`config.mk`:
```
export PLATFORM = sky130hd
export DESIGN_NAME = wb_commit
export DESIGN_NICKNAME = d
export VERILOG_FILES = /design/src/rtl/wb_commit.sv
export SDC_FILE = /design/constraint.sdc
export NUM_CORES = 1
export LEC_CHECK = 0
export CORE_UTILIZATION = 46
export DETAILED_ROUTE_END_ITERATION = 8
export PLACE_DENSITY_LB_ADDON = 0.05
export SYNTH_ARGS = -nofsm -noshare
export SYNTH_HDL_FRONTEND = slang
export SYNTH_SLANG_ARGS = --single-unit
```
`constraint.sdc`:
```
create_clock -name clock -period 2.6 [get_ports clock]
set_input_delay 0.52 -clock clock [delete_from_list [all_inputs] [get_ports clock]]
set_output_delay 0.52 -clock clock [all_outputs]
set_load 0.02 [all_outputs]
```
`src/rtl/wb_commit.sv`:
```
// Writeback/commit stage: registers results toward the decode-stage register file,
// tracks in-flight destinations per register, and sequences the halt drain.
module wb_commit #(
    parameter int MAXPEND = 3,
    parameter int CNTW    = 2
) (
    input  logic        clock,
    input  logic        reset,
    input  logic        issue_valid,
    input  logic        issue_writereg,
    input  logic [2:0]  issue_regaddress,
    input  logic        issue_halt,
    input  logic        wb_valid,
    input  logic        wb_writereg,
    input  logic [2:0]  wb_regaddress,
    input  logic        wb_readoutSelect,
    input  logic [15:0] wb_aluval,
    input  logic [15:0] wb_readoutval,
    output logic        writeflag,
    output logic [2:0]  writetarget,
    output logic [15:0] aluwriteval,
    output logic [15:0] readoutwriteval,
    output logic        readoutSelect,
    output logic [7:0]  busymask,
    output logic        stall,
    output logic        haltout,
    output logic [15:0] retired,
    output logic        err
);

    typedef enum logic [1:0] {
        RUN    = 2'd0,
        DRAIN  = 2'd1,
        HALTED = 2'd2
    } state_t;

    localparam logic [CNTW-1:0] CNT_FULL = CNTW'(MAXPEND);

    state_t state_p1;
    state_t state_nxt;

    logic [7:0][CNTW-1:0] cnt_p1;
    logic [7:0][CNTW-1:0] cnt_nxt;
    logic [7:0]           inc_vec;
    logic [7:0]           dec_vec;
    logic [7:0]           underflow_vec;
    logic [7:0]           full_vec;

    logic                 accept;
    logic                 all_idle;
    logic                 dec_pending;
    logic                 drain_done;
    logic                 not_run;
    logic                 err_p1;

    logic                 writeflag_p1;
    logic [2:0]           writetarget_p1;
    logic [15:0]          aluwriteval_p1;
    logic [15:0]          readoutwriteval_p1;
    logic                 readoutselect_p1;
    logic [15:0]          retired_p1;

    // Counter next value: an increment and decrement together cancel, and a
    // lone decrement at zero holds zero (the caller flags it as an error).
    function automatic logic [CNTW-1:0] cnt_step(
        input logic [CNTW-1:0] cur,
        input logic            inc,
        input logic            dec
    );
        logic [CNTW-1:0] res;
        res = cur;
        if (inc && !dec) begin
            res = cur + CNTW'(1);
        end else if (dec && !inc && (cur != '0)) begin
            res = cur - CNTW'(1);
        end
        return res;
    endfunction

    function automatic logic cnt_underflow(
        input logic [CNTW-1:0] cur,
        input logic            inc,
        input logic            dec
    );
        return dec && !inc && (cur == '0);
    endfunction

    // Stage p0: issue/writeback decode against the registered scoreboard
    assign accept      = issue_valid & ~stall;
    assign dec_pending = wb_valid & wb_writereg;

    always_comb begin
        inc_vec       = '0;
        dec_vec       = '0;
        underflow_vec = '0;
        full_vec      = '0;
        cnt_nxt       = cnt_p1;
        for (int r = 0; r < 8; r++) begin
            inc_vec[r]       = accept & issue_writereg & ~issue_halt &
                               (issue_regaddress == 3'(r));
            dec_vec[r]       = dec_pending & (wb_regaddress == 3'(r));
            cnt_nxt[r]       = cnt_step(cnt_p1[r], inc_vec[r], dec_vec[r]);
            underflow_vec[r] = cnt_underflow(cnt_p1[r], inc_vec[r], dec_vec[r]);
            full_vec[r]      = (cnt_p1[r] == CNT_FULL);
        end
    end

    always_comb begin
        busymask = '0;
        all_idle = 1'b1;
        for (int r = 0; r < 8; r++) begin
            busymask[r] = (cnt_p1[r] != '0);
            if (cnt_p1[r] != '0) begin
                all_idle = 1'b0;
            end
        end
    end

    // The drain completes only once counters were already zero before this
    // edge; counters hitting zero on the edge itself defer halting by a cycle.
    assign drain_done = all_idle & ~dec_pending;
    assign stall      = not_run | (|full_vec);

    always_ff @(posedge clock or negedge reset) begin
        if (!reset) begin
            state_p1 <= RUN;
        end else begin
            state_p1 <= state_nxt;
        end
    end

    always_comb begin
        state_nxt = state_p1;
        case (state_p1)
            RUN: begin
                if (accept && issue_halt) begin
                    state_nxt = DRAIN;
                end
            end
            DRAIN: begin
                if (drain_done) begin
                    state_nxt = HALTED;
                end
            end
            HALTED: begin
                state_nxt = HALTED;
            end
            default: begin
                state_nxt = RUN;
            end
        endcase
    end

    always_comb begin
        not_run = 1'b1;
        haltout = 1'b0;
        case (state_p1)
            RUN:     not_run = 1'b0;
            DRAIN:   not_run = 1'b1;
            HALTED:  haltout = 1'b1;
            default: not_run = 1'b1;
        endcase
    end

    // Stage p1: registered scoreboard, error flag and writeback outputs
    always_ff @(posedge clock or negedge reset) begin
        if (!reset) begin
            cnt_p1 <= '0;
            err_p1 <= 1'b0;
        end else begin
            cnt_p1 <= cnt_nxt;
            err_p1 <= err_p1 | (|underflow_vec);
        end
    end

    always_ff @(posedge clock or negedge reset) begin
        if (!reset) begin
            writeflag_p1       <= 1'b0;
            writetarget_p1     <= '0;
            aluwriteval_p1     <= '0;
            readoutwriteval_p1 <= '0;
            readoutselect_p1   <= 1'b0;
            retired_p1         <= '0;
        end else if (wb_valid) begin
            writeflag_p1       <= wb_writereg;
            writetarget_p1     <= wb_regaddress;
            aluwriteval_p1     <= wb_aluval;
            readoutwriteval_p1 <= wb_readoutval;
            readoutselect_p1   <= wb_readoutSelect;
            retired_p1         <= retired_p1 + 16'd1;
        end else begin
            writeflag_p1       <= 1'b0;
        end
    end

    assign writeflag       = writeflag_p1;
    assign writetarget     = writetarget_p1;
    assign aluwriteval     = aluwriteval_p1;
    assign readoutwriteval = readoutwriteval_p1;
    assign readoutSelect   = readoutselect_p1;
    assign retired         = retired_p1;
    assign err             = err_p1;

endmodule

```
==> flow_metrics.env <==
export IMPL_setup_tns_final_ns=0
export IMPL_max_stage_delay_ns=0.48
export IMPL_dp_hpwl_um=5450
export IMPL_hold_end="retired[15]$_DFFE_PN0P_"
export IMPL_synth_enable_flop_cells=0
export IMPL_finalHoldViolations=0
export IMPL_synth_area_leaders="dfrtp_1 54%, mux2_2 13%, xnor2_1 2.9%, nor2_1 2.2%, nand2_1 2.1%"
export IMPL_ys_async_sr_fraction_pct=100
export IMPL_clk_latency_ns=0.35
export IMPL_r2r_cells=7
export IMPL_synth_seq_cells=72
export IMPL_syn_avg_cell_area_um2=11.6
export IMPL_tritoncts="done"
export IMPL_grt_overflow_total=0
export IMPL_ios=110
export IMPL_io_buffers=109
export IMPL_path_clk_slew_ns=0.08
export IMPL_cpMostUsedCell="buf_4"
export IMPL_vdd_drop_max_mv=0.417
export IMPL_synth_simple_area_share_pct=14.7
export IMPL_min_from="retired[15]$_DFFE_PN0P_"
export IMPL_grtUsageMet3_pct=6.82
export IMPL_synth_top_family_by_area="simple AND/OR/NAND/NOR gates"
export IMPL_crit_slowest_cell="o21ai_0"
export IMPL_area_delta_synth_final_pct=44.8
export IMPL_synth_top_flop_cell="dfrtp_1"
export IMPL_clock_fmax_mhz=439
export IMPL_cp_buffers_inverters=2
export IMPL_grt_util_met1_pct=27.8
export IMPL_synthesis_nets=339
export IMPL_synth_cells=288
export IMPL_drc_errors=0
export IMPL_dieArea_um2=7610
export IMPL_rsz0062_at_grt="no"
export IMPL_synthAdderAreaFrac_pct=1.87
export IMPL_timing_rr_end="cnt_p1[12]$_DFFE_PN0P_"
export IMPL_cts_root_buf="clkbuf_8"
export IMPL_fin_worst_skew_ns=0.00761
export IMPL_worst_pin_slew_ns=0.510
export IMPL_min_path_type="reg2reg"
export IMPL_p_leak_nw=1.99
export IMPL_synthMuxAreaShare_pct=13.5
export IMPL_whs_path_depth=1
export IMPL_whs_ns=0.472
export IMPL_relSlewSlack_pct=66.0
export IMPL_yosysTopAreaCell="dfrtp_1"
export IMPL_grt_max_degree=72
export IMPL_chipHeight_um=87.3
export IMPL_grt_pass1_wl_um=12300
export IMPL_antenna_found_initial=0
export IMPL_fillerInstances=567
export IMPL_place_congestion=0.853
export IMPL_grt_pass1_vias=2636
export IMPL_netlist_area_leader_share_pct=53.9
export IMPL_dieWidth_um=87.3
export IMPL_synth_compound_area_share_pct=10.4
export IMPL_crit_fanout=7
export IMPL_drive_above_1_share_pct=18.2
export IMPL_vias=2725
export IMPL_ys_types=38
export IMPL_nets=465
export IMPL_htreeDepth=3
export IMPL_antenna_cells=0
export IMPL_crit_chain="a222oi_1 -> buf_4 -> buf_4 -> nand4b_1 -> o21ai_0 -> o21bai_1 -> mux2_2"
export IMPL_numCtsBuffers=9
export IMPL_synth_most_common_cell="dfrtp_1"
export IMPL_first_pass_iters=4
export IMPL_setup_violations=0
export IMPL_yosys_top_cells_count="72 x dfrtp_1, 40 x mux2_2, 20 x nor2_1"
export IMPL_r2r_setup_slack_ns=0.32
export IMPL_drt_iter0_drc=221
export IMPL_clk_path_buf_depth=2
export IMPL_synth_xor_area_share_pct=3.93
export IMPL_critPathCaptureType="flop"
export IMPL_cpLargestDelayFamily="compound AO/OA/AOI/OAI gates"
export IMPL_finalCriticalPeriod_ns=2.28
export IMPL_initial_core_util_pct=48.4
export IMPL_vias_per_cell=5.30
export IMPL_maxSlewViolCount=0
export IMPL_arrival_ns=2.51
export IMPL_grt_usage_pct=21.4
export IMPL_ys_seq_area_share_pct=53.9
export IMPL_clock_sinks=72
export IMPL_rows=30
export IMPL_syn_area_um2=3340
export IMPL_yosys_warnings=0
export IMPL_core_um2=6910
export IMPL_ant_nets=0
export IMPL_wl_per_cell_um=14.8
export IMPL_p_per_area_nw_per_um2=758
export IMPL_top_usage_layer="met2"
export IMPL_status="finished clean"
export IMPL_rr_startpoint="cnt_p1[1]$_DFFE_PN0P_"
export IMPL_met2_usage_pct=32.3
export IMPL_worstSetupPathType="reg2reg"
export IMPL_cp_data_required_time_ns=2.83
export IMPL_utilization_pct=70.1
export IMPL_startpoint_type="flop"
export IMPL_wl_um=7600
export IMPL_period_share_pct=87.6
export IMPL_cap_violations=0
-- repair_timing --
action	4_1_cts	5_1_grt
pin swaps	1	0
endpoints found under the hold margin	1	0
endpoints found under the setup margin	1	1
gates resized for setup	0	1
setup buffers	2	0
hold buffers	1	0
-- state kept, by name, summed over array words and instances (netlist names) --
| name | count |
|---|---|
| err | 1 |
| writetarget | 3 |
| aluwriteval | 16 |
| writeflag | 1 |
| state_p1 | 2 |
| retired | 16 |
| readoutSelect | 1 |
| cnt_p1 | 16 |
| readoutwriteval | 16 |
-- routing by layer --
| metal | wire length, um | up-vias |
|---|---|---|
| met3 | 593 | 20 |
| met4 | 210 | 0 |
| met1 | 3280 | 1304 |
| met5 | 0 | - |
| li1 | - | 1300 |
| met2 | 3520 | 101 |
-- cells by family (layout without fill, tap and decap cells) --
group	count (synthesis)	in the layout
AO/OA/AOI/OAI	50	50
XOR/XNOR	15	15
adder cells (fa/ha/maj)	5	5
buffers and inverters	15	145
flip-flops	72	72
multiplexers	40	40
AND/OR/NAND/NOR	91	91
-- cell usage in the layout, fill, tap and decap left out, types with 2 or more instances in the layout --
master             n
nand2_1           19
nand3_1            6
nand4_1            8
o21ai_0           13
nor3_1             7
nand4b_1           4
bufinv_16          2
nor4b_1            2
o22a_1             3
nor3b_1            3
a22oi_1            2
o21a_1             9
dfrtp_1           72
o31a_1             6
clkdlybuf4s50_1  106
nor4_1             7
or2_2              7
nor2_1            20
clkbuf_8           9
o31ai_1            2
buf_4             11
xor2_1             4
xnor2_1           11
ha_1               5
a211oi_1           5
inv_1              9
mux2_2            40
and3_1             2
a21oi_1            5
-- power by group --
part           switching [W]  total [W]  internal, W
Clock               0.000419   0.000956     0.000537
Combinational       0.000593    0.00122     0.000628
Sequential          0.000188    0.00149      0.00130
Total                0.00120    0.00367      0.00247
-- how the worst max path moves through the flow --
| stage | start | end | slack, ns | depth (start not counted) |
|---|---|---|---|---|
| 6_report | cnt_p1[1]$_DFFE_PN0P_ | cnt_p1[12]$_DFFE_PN0P_ | 0.32 | 7 |
| 5_1_grt | cnt_p1[1]$_DFFE_PN0P_ | cnt_p1[12]$_DFFE_PN0P_ | 0.09 | 7 |
| 4_1_cts | cnt_p1[1]$_DFFE_PN0P_ | stall | 0.06 | 6 |
| 3_5_place_dp | issue_valid | cnt_p1[12]$_DFFE_PN0P_ | 0.10 | 6 |
| 3_3_place_gp | issue_valid | cnt_p1[12]$_DFFE_PN0P_ | 0.18 | 6 |
| 2_1_floorplan | cnt_p1[14]$_DFFE_PN0P_ | cnt_p1[6]$_DFFE_PN0P_ | 0.69 | 5 |
-- cell type report --
class                           count  area, um^2  area share, %
Timing Repair Buffer              121        1190           24.6
Inverter                            9        33.8          0.698
Clock buffer                       10         128           2.64
Multi-Input combinational cell    201        1480           30.7
Tap cell                           96         120           2.48
Clock inverter                      5        81.3           1.68
Sequential cell                    72        1800           37.2
-- per-stage QoR --
| stage | cells | setup WS [ns] | total power, W | cell area, um^2 |
|---|---|---|---|---|
| after floorplan | 288 | 0.693 | 0.00214 | 3340 |
| after global placement | 496 | 0.176 | 0.00271 | 4600 |
| after detailed placement | 496 | 0.102 | 0.00274 | 4600 |
| after CTS | 514 | 0.0612 | 0.00370 | 4840 |
| after global routing | 514 | 0.0898 | 0.00388 | 4840 |
| final | 514 | 0.322 | 0.00367 | 4840 |
Power figures use the tool's default switching activity.
==> RTL edit 1: new RTL, same settings <==
Re-encode `state_t` (3 states) as one-hot, 3 bits wide.
--- a/src/rtl/wb_commit.sv
+++ b/src/rtl/wb_commit.sv
@@ -30,6 +30,6 @@
 
-    typedef enum logic [1:0] {
-        RUN    = 2'd0,
-        DRAIN  = 2'd1,
-        HALTED = 2'd2
+    typedef enum logic [2:0] {
+        RUN    = 3'b001,
+        DRAIN  = 3'b010,
+        HALTED = 3'b100
     } state_t;
Function: same outputs for any inputs over 4 cycles, from zero or initial values and one cycle with reset low; so few cycles prove little.
==> RTL edit 1 against the unedited design <==
- cell area fell by 0.96%
- wire length rose by 0.78%
- setup slack improved by 0.037 ns
- global-route usage rose by 0.57 points
- synthesized cell count rose by 1.0%
- register-to-register slack improved by 0.29 ns
- core utilization fell by 0.67 points
- combinational power fell by 25%
- area after synthesis fell by 0.15%
- critical path depth fell by 3
- total power fell by 5.1%
- sequential cell count rose by 1
- largest power group unchanged
==> RTL edit 1: results (changes against the unedited design) <==
[pwr]
p_leak_nw=2.07  ; +3.9%
peakVddDrop_mv=0.412  ; -1.1%

[placed_design]
portBuffers=109  ; unchanged
place_hpwl_um=5560  ; +1.9%
place_congestion=0.857  ; +0.48%
place_ws_ns=0.251  ; +0.149 ns

[cts]
clk_pin_slew_ns=0.08  ; about the same
postCtsSetupRepairBufs=0  ; -2
clk_latency_ns=0.36
root_buffer=clkbuf_8
postCtsHoldBufs=0  ; -1
htreeDepth=3  ; unchanged

[global_route]
grt_pass1_wl_um=12500  ; +1.6%
grt_max_degree=74  ; +2.8%
grtUsageTotal_pct=21.9  ; +0.57 points
grt_pass1_vias=2606  ; -1.1%

[routing]
dr.pass1.iters=4  ; unchanged
totalWireLength_um=7660  ; +0.78%
viasPerCell=5.21  ; -1.8%
first_iter_violations=112  ; -49%

[setup_path]
cp_max_fo=6  ; -1
ff2ff_path_depth=6  ; -1
worstPathArrival_ns=1.72  ; -0.79 ns
cpMaxStageDelayCell=dfstp_2
regToRegSetupSlack_ns=0.61  ; +0.29 ns
max_stage_delay_ns=0.54  ; +0.06 ns

[synthesis]
synth_common_cells=dfrtp_1, mux2_2, nor2_1, nand2_1, inv_1
synthTopCellsByArea=dfrtp_1, mux2_2, xnor2_1, nor2_1, nand2_1
synth_cell_types=47  ; +24%
synth_seq_area_share_pct=54.8  ; +0.87 points
syn_nets=338  ; -0.29%

[sta]
finalCriticalPeriod_ns=2.24  ; -0.0371 ns
timing.hold.ws_ns=0.269  ; -0.203 ns
fin_skew_ns=0.0108  ; +0.00317 ns
max_slew_margin_pct=39.6  ; -26 points

[layout]
finalNetCount=455  ; -2.2%
drive_gt1_share_pct=16.9  ; -1.2 points

[hold_path]
hold_class=in2async

[status]
outcome=finished, final reports clean

-- RTL edit 1: cell count changes after synthesis, moves of 5 or more --
| cell | unedited run | this run |
|---|---|---|
| nor4_1 | 7 | 1 |
| nor3_1 | 7 | 2 |
| nor2b_1 | 0 | 5 |
| or2_2 | 7 | 1 |
| o31a_1 | 6 | 0 |
| a21oi_1 | 5 | 11 |
-- RTL edit 1: metal layers --
| layer | track usage (%) | share of wire (%) |
|---|---|---|
| met4 | 10.6 | 1.9 |
| met5 | 0 | 0 |
| met1 | 28.2 | 44 |
| met2 | 32.0 | 46 |
| met3 | 9.19 | 8.9 |
-- RTL edit 1: cells by family (layout without fill, tap and decap cells) --
| logic type | Yosys count | after routing | share of synthesized area, % |
|---|---|---|---|
| xor+xnor | 17 | 17 | 4.46 |
| compound gates | 46 | 46 | 9.15 |
| flops | 73 | 73 | 54.8 |
| buf+inv | 19 | 141 | 2.17 |
| mux | 37 | 37 | 12.5 |
| simple gates | 98 | 98 | 16.6 |
| fa+ha+maj | 1 | 1 | 0.375 |
-- RTL edit 1: area by class of cell --
type                    count  area, µm²
flip-flops and latches     73       1830
well taps                  96        120
repair buffers            112       1110
multi-input cells         199       1440
clock inverters             6        113
clock buffers              10        138
inverters                  13       48.8
fillers                   566       2110
-- RTL edit 1: where the power goes --
part | internal [mW] | leakage (nW) | total (mW) | switching, mW
Clock | 0.667 | 0.127 | 1.11 | 0.442
Combinational | 0.470 | 1.06 | 0.913 | 0.442
Sequential | 1.30 | 0.880 | 1.46 | 0.162
Total | 2.44 | 2.07 | 3.48 | 1.05
-- RTL edit 1: path summary, 6_finish.rpt --
| kind | endpoint | start |
|---|---|---|
| hold reg to reg | retired[15] | retired[15] |
| hold / removal | state_p1[1] | reset |
| min in group clock | retired[15] | retired[15] |
| setup reg to reg | err | state_p1[0] |
| setup / recovery | stall | state_p1[0] |
| max in group asynchronous | writeflag | reset |
-- RTL edit 1: worst max-delay path: cells and delay by family (launching register included) --
family	cells	cell delay, ns
simple gates	3	0.61
flops	1	0.54
buf+inv	1	0.22
-- RTL edit 1: metrics by stage --
| step | cells | power (mW) | cell area, µm² |
|---|---|---|---|
| floorplan | 291 | 1.94 | 3340 |
| global placement | 493 | 2.38 | 4540 |
| detailed placement | 493 | 2.40 | 4540 |
| CTS | 509 | 3.52 | 4790 |
| global route | 509 | 3.67 | 4790 |
| finish | 509 | 3.48 | 4790 |
==> RTL edit 2: new RTL, config.mk and constraints unchanged <==
Made on the original files. `CNTW`: 2 -> 1.
--- a/src/rtl/wb_commit.sv
+++ b/src/rtl/wb_commit.sv
@@ -4,3 +4,3 @@
     parameter int MAXPEND = 3,
-    parameter int CNTW    = 2
+    parameter int CNTW    = 1
 ) (
Check against the original RTL: not equivalent (a bounded check fails within 4 cycles, from zero or initial values and one cycle with reset low).
==> RTL edit 2 against the unedited design <==
- clock skew fell by 0.0032 ns
- setup slack got worse by 0.11 ns
- final cell count fell by 18%
- synthesized cell count fell by 23%
- die area fell by 16%
- register-to-register slack improved by 0.22 ns
- cell area fell by 13%
- wire length fell by 20%
- largest cell class unchanged
- total power fell by 13%
- sequential cell count fell by 8
- area after synthesis fell by 16%
- count of clock-buffer cells in the layout rose by 3
==> RTL edit 2: results (changes against the unedited design) <==
[placed_design]
place_hpwl_um=4590  ; -16%
dpl-instance-area_um2=4000  ; -13%
place_congestion=0.824  ; -3.4%
place_ws_ns=0.236  ; +0.134 ns

[synthesis]
synthTopCellsByArea=dfrtp_1, mux2_2, xnor2_1, ha_1, nor2_1
synthAdderAreaFrac_pct=3.30  ; +1.4 points
syn_nets=274  ; -19%
synth_cell_types=33  ; -13%
synth_seq_area_share_pct=57.0  ; +3.1 points

[layout]
ff_latch_area_um2=1600  ; -11%
drive_gt1_share_pct=19.1  ; +0.95 points

[routing]
vias=2133  ; -22%
wl_met3_um=556  ; -6.2%
first_iter_violations=95  ; -57%
wire_per_inst_um=14.5  ; -1.9%
drt-met1-wl_um=2530  ; -23%

[cts]
clk_latency_ns=0.32  ; -0.03 ns

[pwr]
power_mw=3.19  ; -13%
pwr-share-comb_pct=32.6  ; -0.7 points
p_seq_mw=1.31  ; -12%

[hold_path]
hold_class=in2async

[sta]
tightest_slew_ns=0.631  ; +0.121 ns

[status]
outcome=finished, final reports clean

[setup_path]
max_stage_delay_ns=0.55  ; +0.07 ns
r2r-end=err
cp_max_fo=5  ; -2
timing.rr.start=state_p1[0]

-- RTL edit 2: cell count changes after synthesis, sizes merged, moves of 4 or more --
cell    before  now
o21ai       13    3
nand2       19   10
o21a         9    0
dfrtp       72   64
o31a         6    0
a211oi       5    0
nand2b       0    5
nor2        20   15
or2          7    2
nand4b       4    0
-- RTL edit 2: worst max-delay path by stage --
stage                     start     to  slack [ns]
floorplan           busymask[7]    err        0.62
global placement    issue_valid    err        0.27
detailed placement   issue_halt    err        0.24
CTS                 busymask[3]  stall        0.20
global route        busymask[3]  stall        0.12
finish              busymask[3]  stall        0.22
-- RTL edit 2: area by class of cell --
class	count	share of cell area (%)
sequential	64	38.1
clock inverter	3	0.954
inverter	9	0.805
tap	75	2.23
timing repair buffer	113	26.8
multi-input combinational	143	27.3
clock buffer	13	3.78
-- RTL edit 2: layer usage --
metal | up-vias | track usage (%)
li1 | 1016 | -
met1 | 1027 | 25.2
met2 | 81 | 33.0
met3 | 9 | 8.41
met4 | 0 | 8.57
met5 | - | 0
